==> src/rtl/exmem_pkg.sv <==
// rtl/exmem_pkg.sv - shared types for the EX/MEM pipeline register
// Control portion of the payload; data and PC fields are appended by width parameters in the top.
package exmem_pkg;

  typedef enum logic [1:0] {
    ST_EMPTY = 2'd0,
    ST_ONE   = 2'd1,
    ST_TWO   = 2'd2
  } buf_state_e;

  typedef enum logic [1:0] {
    WB_SEL_ALU = 2'd0,
    WB_SEL_MEM = 2'd1,
    WB_SEL_PC4 = 2'd2
  } wb_sel_e;

  typedef struct packed {
    logic [4:0] rd_addr;
    logic       reg_write;
    logic       mem_read;
    logic       mem_write;
    logic [3:0] mem_be;
    wb_sel_e    wb_sel;
  } exmem_ctrl_t;

  localparam int CTRL_W = $bits(exmem_ctrl_t);

endpackage

==> src/rtl/pipe_skid_buf.sv <==
// rtl/pipe_skid_buf.sv - generic two-slot skid buffer with registered ready
// MAIN always drives out_data; SKID catches the beat accepted while MAIN is stalled.
module pipe_skid_buf
  import exmem_pkg::*;
#(
  parameter int WIDTH = 8
) (
  input  logic             clk,
  input  logic             reset,
  input  logic             clear,
  input  logic             in_valid,
  output logic             in_ready,
  input  logic [WIDTH-1:0] in_data,
  output logic             out_valid,
  input  logic             out_ready,
  output logic [WIDTH-1:0] out_data
);

  buf_state_e       state, state_nxt;
  logic [WIDTH-1:0] main_q, skid_q;
  logic             in_ready_q, out_valid_q;
  logic             in_fire, out_fire;

  assign in_fire  = in_valid && in_ready_q;
  assign out_fire = out_valid_q && out_ready;

  always_comb begin
    state_nxt = state;
    if (clear) begin
      state_nxt = ST_EMPTY;
    end else begin
      case (state)
        ST_EMPTY: if (in_fire) state_nxt = ST_ONE;
        ST_ONE: begin
          if (in_fire && !out_fire)      state_nxt = ST_TWO;
          else if (!in_fire && out_fire) state_nxt = ST_EMPTY;
        end
        ST_TWO:   if (out_fire) state_nxt = ST_ONE;
        default:  state_nxt = ST_EMPTY;
      endcase
    end
  end

  // Ready/valid are derived from the next state so neither depends combinationally on out_ready.
  always_ff @(posedge clk or negedge reset) begin
    if (!reset) begin
      state       <= ST_EMPTY;
      main_q      <= '0;
      skid_q      <= '0;
      in_ready_q  <= 1'b1;
      out_valid_q <= 1'b0;
    end else begin
      state       <= state_nxt;
      in_ready_q  <= (state_nxt != ST_TWO);
      out_valid_q <= (state_nxt != ST_EMPTY);
      if (!clear) begin
        case (state)
          ST_EMPTY: if (in_fire) main_q <= in_data;
          ST_ONE: begin
            if (in_fire && out_fire) main_q <= in_data;
            else if (in_fire)        skid_q <= in_data;
          end
          ST_TWO:   if (out_fire) main_q <= skid_q;
          default:  ;
        endcase
      end
    end
  end

  assign in_ready  = in_ready_q;
  assign out_valid = out_valid_q;
  assign out_data  = main_q;

endmodule

==> src/rtl/ex_mem_reg.sv <==
// rtl/ex_mem_reg.sv - EX/MEM pipeline register with flush, forwarding and stall counter
// Wraps the skid buffer; flush empties it without clearing payload storage.
module ex_mem_reg
  import exmem_pkg::*;
#(
  parameter int ADDR_WIDTH = 32,
  parameter int DATA_WIDTH = 32
) (
  input  logic                  clk,
  input  logic                  reset,
  input  logic                  flush,
  input  logic                  in_valid,
  output logic                  in_ready,
  input  logic [DATA_WIDTH-1:0] in_alu_result,
  input  logic [DATA_WIDTH-1:0] in_store_data,
  input  logic [ADDR_WIDTH-1:0] in_pc,
  input  logic [4:0]            in_rd_addr,
  input  logic                  in_reg_write,
  input  logic                  in_mem_read,
  input  logic                  in_mem_write,
  input  logic [3:0]            in_mem_be,
  input  logic [1:0]            in_wb_sel,
  output logic                  out_valid,
  input  logic                  out_ready,
  output logic [DATA_WIDTH-1:0] out_alu_result,
  output logic [DATA_WIDTH-1:0] out_store_data,
  output logic [ADDR_WIDTH-1:0] out_pc,
  output logic [4:0]            out_rd_addr,
  output logic                  out_reg_write,
  output logic                  out_mem_read,
  output logic                  out_mem_write,
  output logic [3:0]            out_mem_be,
  output logic [1:0]            out_wb_sel,
  output logic                  fwd_valid,
  output logic [4:0]            fwd_rd_addr,
  output logic [DATA_WIDTH-1:0] fwd_data,
  output logic [15:0]           stall_cnt
);

  localparam int PW = 2 * DATA_WIDTH + ADDR_WIDTH + CTRL_W;

  exmem_ctrl_t   in_ctrl, out_ctrl;
  logic [PW-1:0] in_pl, out_pl;
  logic          buf_valid;
  logic [15:0]   stall_q;

  always_comb begin
    in_ctrl           = '0;
    in_ctrl.rd_addr   = in_rd_addr;
    in_ctrl.reg_write = in_reg_write;
    in_ctrl.mem_read  = in_mem_read;
    in_ctrl.mem_write = in_mem_write;
    in_ctrl.mem_be    = in_mem_be;
    in_ctrl.wb_sel    = wb_sel_e'(in_wb_sel);
  end

  assign in_pl = {in_alu_result, in_store_data, in_pc, in_ctrl};

  pipe_skid_buf #(
    .WIDTH(PW)
  ) u_buf (
    .clk       (clk),
    .reset     (reset),
    .clear     (flush),
    .in_valid  (in_valid),
    .in_ready  (in_ready),
    .in_data   (in_pl),
    .out_valid (buf_valid),
    .out_ready (out_ready),
    .out_data  (out_pl)
  );

  assign {out_alu_result, out_store_data, out_pc, out_ctrl} = out_pl;

  // Stale payload stays in MAIN after flush, so side-effect strobes must be masked by valid.
  assign out_valid      = buf_valid;
  assign out_rd_addr    = out_ctrl.rd_addr;
  assign out_reg_write  = buf_valid && out_ctrl.reg_write;
  assign out_mem_read   = buf_valid && out_ctrl.mem_read;
  assign out_mem_write  = buf_valid && out_ctrl.mem_write;
  assign out_mem_be     = out_ctrl.mem_be;
  assign out_wb_sel     = out_ctrl.wb_sel;

  assign fwd_valid   = out_reg_write && (out_ctrl.rd_addr != 5'd0);
  assign fwd_rd_addr = out_ctrl.rd_addr;
  assign fwd_data    = out_alu_result;

  always_ff @(posedge clk or negedge reset) begin
    if (!reset) begin
      stall_q <= '0;
    end else if (buf_valid && !out_ready && (stall_q != 16'hFFFF)) begin
      stall_q <= stall_q + 16'd1;
    end
  end

  assign stall_cnt = stall_q;

endmodule
==> config.mk <==
export PLATFORM = sky130hd
export DESIGN_NAME = ex_mem_reg
export DESIGN_NICKNAME = d
export VERILOG_FILES = /design/src/rtl/exmem_pkg.sv /design/src/rtl/pipe_skid_buf.sv /design/src/rtl/ex_mem_reg.sv
export SDC_FILE = /design/constraint.sdc
export NUM_CORES = 1
export LEC_CHECK = 0
export BUFFER_PORTS_ARGS = -buffer_cell sky130_fd_sc_hd__clkbuf_2
export CAP_MARGIN = 20
export CORE_MARGIN = 3
export CORE_UTILIZATION = 50
export DETAILED_ROUTE_END_ITERATION = 8
export PLACE_DENSITY_LB_ADDON = 0.3
export SKIP_LAST_GASP = 1
export SLEW_MARGIN = 10
export SYNTH_ARGS = -nofsm -noshare
export SYNTH_HDL_FRONTEND = slang
export SYNTH_SLANG_ARGS = --single-unit
==> constraint.sdc <==
create_clock -name clk -period 2.2 [get_ports clk]
set_input_delay 0.44 -clock clk [delete_from_list [all_inputs] [get_ports clk]]
set_output_delay 0.44 -clock clk [all_outputs]
set_load 0.01 [all_outputs]
### Word-level counts from Yosys, hierarchy flattened

Index checks and enable logic that the tools add are counted.

* register bits: 240
* input bits: 115
* output and inout bits: 166
* word-level logic and storage cells: 46

* $add $sub $neg: 1
* equal/unequal tests: 7
* mux-type cells: 10
* bitwise gates (word level): 2
* reductions and logical operators: 20

Operators by type and width (count)
* 110-bit two-way mux: 3
* 110-bit one-hot mux with 3 select lines: 1
* 16-bit by 1-bit adder with 16-bit output (second input constant): 1
* 16-bit != test (second input constant): 1
* 1-bit logical AND: 11
* 2-bit two-way mux: 5
* 2-bit by 1-bit != test with 1-bit output (second input constant): 3
* 2-bit one-hot mux with 3 select lines: 1
* 5-bit AND reduction: 1
* 5-bit nonzero test: 1
* 4-bit AND reduction: 1
* 1-bit logical NOT: 3
* 3-bit nonzero test: 1
* 2-bit by 1-bit equality test with 1-bit output (second input constant): 1
* 2-bit equality test (second input constant): 1
* 2-bit logical NOT: 1
* 2-bit != test (second input constant): 1
* 1-bit inverter: 2
* 2-bit nonzero test: 1

### Logic depth before layout (Yosys ltp)

* depth after elaboration: 8
* depth in mapped cells: 6
* depth with buffers taken out: 5

### Cells and area by module

Synthesis repeated with hierarchy kept, for this count alone.

* cells, all modules: 723
* area, all modules: 10817.9 sq um

By module, submodules not included
* pipe_skid_buf: times used 1, cells an instance 609, area each 9699.3 sq um
* ex_mem_reg: times used 1, cells an instance 114, area each 1118.6 sq um

### Worst setup path before layout

No wires, ideal clock.

* path type: register to register
* from: register u_buf.in_ready_q, in the netlist u_buf.in_ready
* to: register u_buf.main_q[100], in the netlist u_buf.out_data[100]
* data arrival time: 1.690 ns
* data required time: 2.072 ns
* slack: 0.382 ns
* cell stages (with the launch flop): 7
* cells stage by stage: dfstp_2 > and3b_1 > o211ai_1 > a21oi_1 > buf_2 > buf_4 > mux2_1

* word-level cells in the longest chain between the ends: 4

RTL lines
* start: declaration: RTL line pipe_skid_buf.sv:21 `logic in_ready_q, out_valid_q;`
* start signal: assignment: RTL line pipe_skid_buf.sv:54 `in_ready_q <= (state_nxt != ST_TWO);`
* 1-bit logical AND *: RTL line pipe_skid_buf.sv:24 `assign in_fire = in_valid && in_ready_q;`
* 1-bit logical AND: RTL line pipe_skid_buf.sv:60 `if (in_fire && out_fire) main_q <= in_data;`
* 2-bit by 1-bit != test with 1-bit output (no line)
* 5-bit AND reduction (no line) *
* end signal: assignment: RTL line pipe_skid_buf.sv:58 `ST_EMPTY: if (in_fire) main_q <= in_data;`
* end signal: assignment: RTL line pipe_skid_buf.sv:60
* end signal: assignment: RTL line pipe_skid_buf.sv:63 `ST_TWO: if (out_fire) main_q <= skid_q;`
* end: declaration: RTL line pipe_skid_buf.sv:20 `logic [WIDTH-1:0] main_q, skid_q;`

Mark *: on every way between the ends. The rest lies on a longest branch, timed or not.
A chain may end at the register's enable or synchronous reset.

### Worst setup path in the final report

* from: register u_buf.main_q[12], in the netlist u_buf.out_data[12]
* to: output fwd_valid

* word-level cells in the longest chain between the ends: 2

RTL lines
* 5-bit nonzero test: RTL line ex_mem_reg.sv:84 `assign fwd_valid = out_reg_write && (out_ctrl.rd_addr != 5'd0);`
* 1-bit logical AND: RTL line ex_mem_reg.sv:84
* end: declaration: RTL line ex_mem_reg.sv:34 `output logic fwd_valid,`

No other way between the ends.

==> impl_metrics.json <==
{
  "end_kind": "output pin",
  "cp_max_fo": 2,
  "yosys.area.top_type": "dfrtp_1",
  "path_cells": "or4_4 > o21a_1 > clkbuf_2",
  "p_leak_nw": 6.72,
  "hold_class": "in -> reg",
  "cts_root_buf": "clkbuf_16",
  "place_area_um2": 12500,
  "post-route-min-period_ns": 2.18,
  "synth-xor-area-share_pct": 0.678,
  "rsz0062_at_grt": "true",
  "synth_fa_ha_area_share_pct": 0.108,
  "tightest_slew_ns": 0.604,
  "globalRouteOverflowTotal": 0,
  "grt_pass1_wl_um": 39500,
  "synth_mux_area_share_pct": 21.6,
  "final_antenna_net_count": 0,
  "max_stage_delay_ns": 0.54,
  "place.gp.congestion": 0.806,
  "ys_seq_area_share_pct": 51.7,
  "hold_viol": 0,
  "synth.distinct_cells": 41,
  "synth_top_family_by_area": "multiplexers",
  "first_iter_violations": 299,
  "p_per_area_nw_per_um2": 1110,
  "worstSkewPairLatency_ns": 0.51,
  "vdd_ir_drop_max_mv": 0.613,
  "synthSimpleGateAreaFrac_pct": 13.5,
  "io_pins": 281,
  "vias": 7654,
  "setup_viol": 0,
  "cts_tree": "yes",
  "cp_slowest_cell": "or4_4",
  "hpwlAfterDp_um": 16800,
  "drive_above_1_share_pct": 39.2,
  "finClkSkew_ns": 0.00689,
  "worst_hold_slack_ns": 0.170,
  "design_area_um2": 13400,
  "synth_area_um2": 11600,
  "ys_ff_latch": 240,
  "clk_pin_slew_ns": 0.06,
  "relSlewSlack_pct": 59.8,
  "drc_errors": 0,
  "clk_path_buf_depth": 3,
  "timing.final.crit_share_pct": 99.3,
  "synth_compound_area_share_pct": 0.937,
  "grt_start_max_net_pins": 112,
  "fmax_ghz": 0.458,
  "synth-edff-count": 0,
  "fp.dieArea_um2": 25100,
  "wl_per_cell_um": 16.0,
  "finalMaxSlewViolations": 0,
  "drt_pass1_iterations": 4,
  "worstSetupPathType": "reg -> out",
  "yosys_warnings": 0,
  "yosysTopAreaCellShare_pct": 51.5,
  "cts_sinks": 240,
  "routed_wl_um": 24300,
  "worstPathRequired_ns": 1.76,
  "grt_pass1_vias": 7800,
  "async_reset_ff_share_pct": 100,
  "grt_usage_pct": 19.3,
  "fp.dieW_um": 158,
  "syn2layout_area_growth_pct": 15.2,
  "nNetsFinal": 1335,
  "portBuffers": 280,
  "coreArea_um2": 22700,
  "ys.flop_type": "dfrtp_1",
  "synth.area.top_cells": "dfrtp_1 (51%), mux2_2 (12%), nand2_1 (11%)",
  "drv_cap": 0,
  "avgViaCountPerCell": 5.03,
  "synth_cells": 1069,
  "start_util_pct": 51.2,
  "die_height_um": 158,
  "antenna_found_initial": 2,
  "status": "complete, no violations",
  "synth_area_per_cell_um2": 10.9,
  "start_kind": "flip-flop",
  "arrival_ns": 1.74,
  "cts_buffers": 26,
  "syn_nets": 1185,
  "rows": 55,
  "htreeDepth": 1
}
-- critical path, delay by kind of cell (launching register included) --
family                 cells  cell delay (ns)
buffers and inverters      1             0.12
AOI/OAI and AO/OA          1             0.19
and+or+nand+nor            1             0.54
DFF                        1             0.39
-- where the power goes --
group	internal [W]	leakage (nW)	switching [W]
clock network	0.00261	0.408	0.00167
registers	0.00598	2.90	0.000921
logic	0.00196	3.42	0.00174
-- flip-flops by register name, indices dropped and copies added, names as in the netlist --
signal,count
u_buf.out_data,110
stall_cnt,16
u_buf.state,2
u_buf.skid_q,110
u_buf.out_valid,1
u_buf.in_ready,1
-- Yosys cell counts (2+ instances only) --
cell type / instances
a21oi_1: 10
and2_1: 3
and3_1: 2
buf_2: 14
buf_4: 154
clkbuf_1: 25
dfrtp_1: 239
inv_1: 3
mux2_1: 100
mux2_2: 120
mux2i_1: 2
nand2_1: 336
nand2b_1: 2
nand3_1: 5
nand4_1: 9
nor2_1: 9
nor2b_1: 2
nor4_1: 3
o21a_1: 2
xnor2_1: 7
xor2_1: 2
-- area by class of cell --
class	instances	area (um2)
Timing Repair Buffer	315	1850
Clock inverter	5	77.6
Clock buffer	40	764
Multi-Input combinational cell	633	4320
Fill cell	1912	9320
Tap cell	285	357
Sequential cell	240	6010
Antenna cell	2	5.00
Inverter	3	11.3
-- what timing repair did --
item / 4_1_cts / 5_1_grt
hold buffers: 1 / 0
gates resized for setup: 1 / 0
setup buffers: 2 / 0
setup endpoints to repair: 1 / 1
endpoints found under the hold margin: 51 / 0
-- cells in the final DEF, fill, tap and decap left out, types with 2 or more instances in the layout --
cell type,Yosys,final
nand2_1,336,336
clkbuf_2,0,279
dfrtp_1,239,239
mux2_2,120,120
mux2_1,100,100
clkbuf_16,0,27
buf_4,154,20
buf_12,0,14
nor2_1,9,9
a21oi_1,10,9
nand4_1,9,9
clkbuf_1,25,9
xnor2_1,7,7
nand3_1,5,5
clkbuf_8,0,4
inv_1,3,3
and2_1,3,3
diode_2,0,2
or4_4,1,2
o21a_1,2,2
nor4_1,3,2
and3_1,2,2
mux2i_1,2,2
xor2_1,2,2
bufinv_16,0,2
clkinv_2,0,2
-- metrics by stage --
step	setup WS [ns]	TNS, ns	utilization (%)	total power (W)	instances
after floorplan	0.382	0	-	0.0101	1069
after global placement	0.192	0	55.1	0.0105	1473
after detailed placement	0.138	0	55.1	0.0107	1473
after CTS	-0.0101	-0.0101	58.9	0.0151	1521
after global routing	-0.0284	-0.0284	59.0	0.0158	1523
final	0.0156	0	59.0	0.0149	1523
-- metal layers --
metal,GRT usage (%),up-vias,wire length [um]
met4,5.41,0,533
met1,25.5,3758,10500
met5,0,-,0
met2,32.1,204,11800
li1,-,3659,-
met3,4.40,33,1510
-- logic make-up after synthesis --
logic type / Yosys count
buf+inv: 196
compound gates: 17
simple gates: 383
xor+xnor: 9
fa+ha+maj: 1
mux: 223
flops: 240
-- path summary, 6_finish.rpt --
kind,from,endpoint,slack [ns],cells after the start
setup / recovery,u_buf.out_data[12]$_DFFE_PN0P_,fwd_valid,0.02,3
hold / removal,in_pc[21],u_buf.skid_q[35]$_DFFE_PN0P_,0.17,2
setup reg to reg,u_buf.in_ready$_DFF_PN1_,u_buf.out_data[25]$_DFFE_PN0P_,0.15,6
hold reg to reg,u_buf.out_data[62]$_DFFE_PN0P_,u_buf.out_data[62]$_DFFE_PN0P_,0.48,1
max in group asynchronous,reset,u_buf.out_data[10]$_DFFE_PN0P_,1.09,3
min in group asynchronous,reset,stall_cnt[15]$_DFFE_PN0P_,0.46,2
No activity file was read; power rests on OpenSTA's default activity.
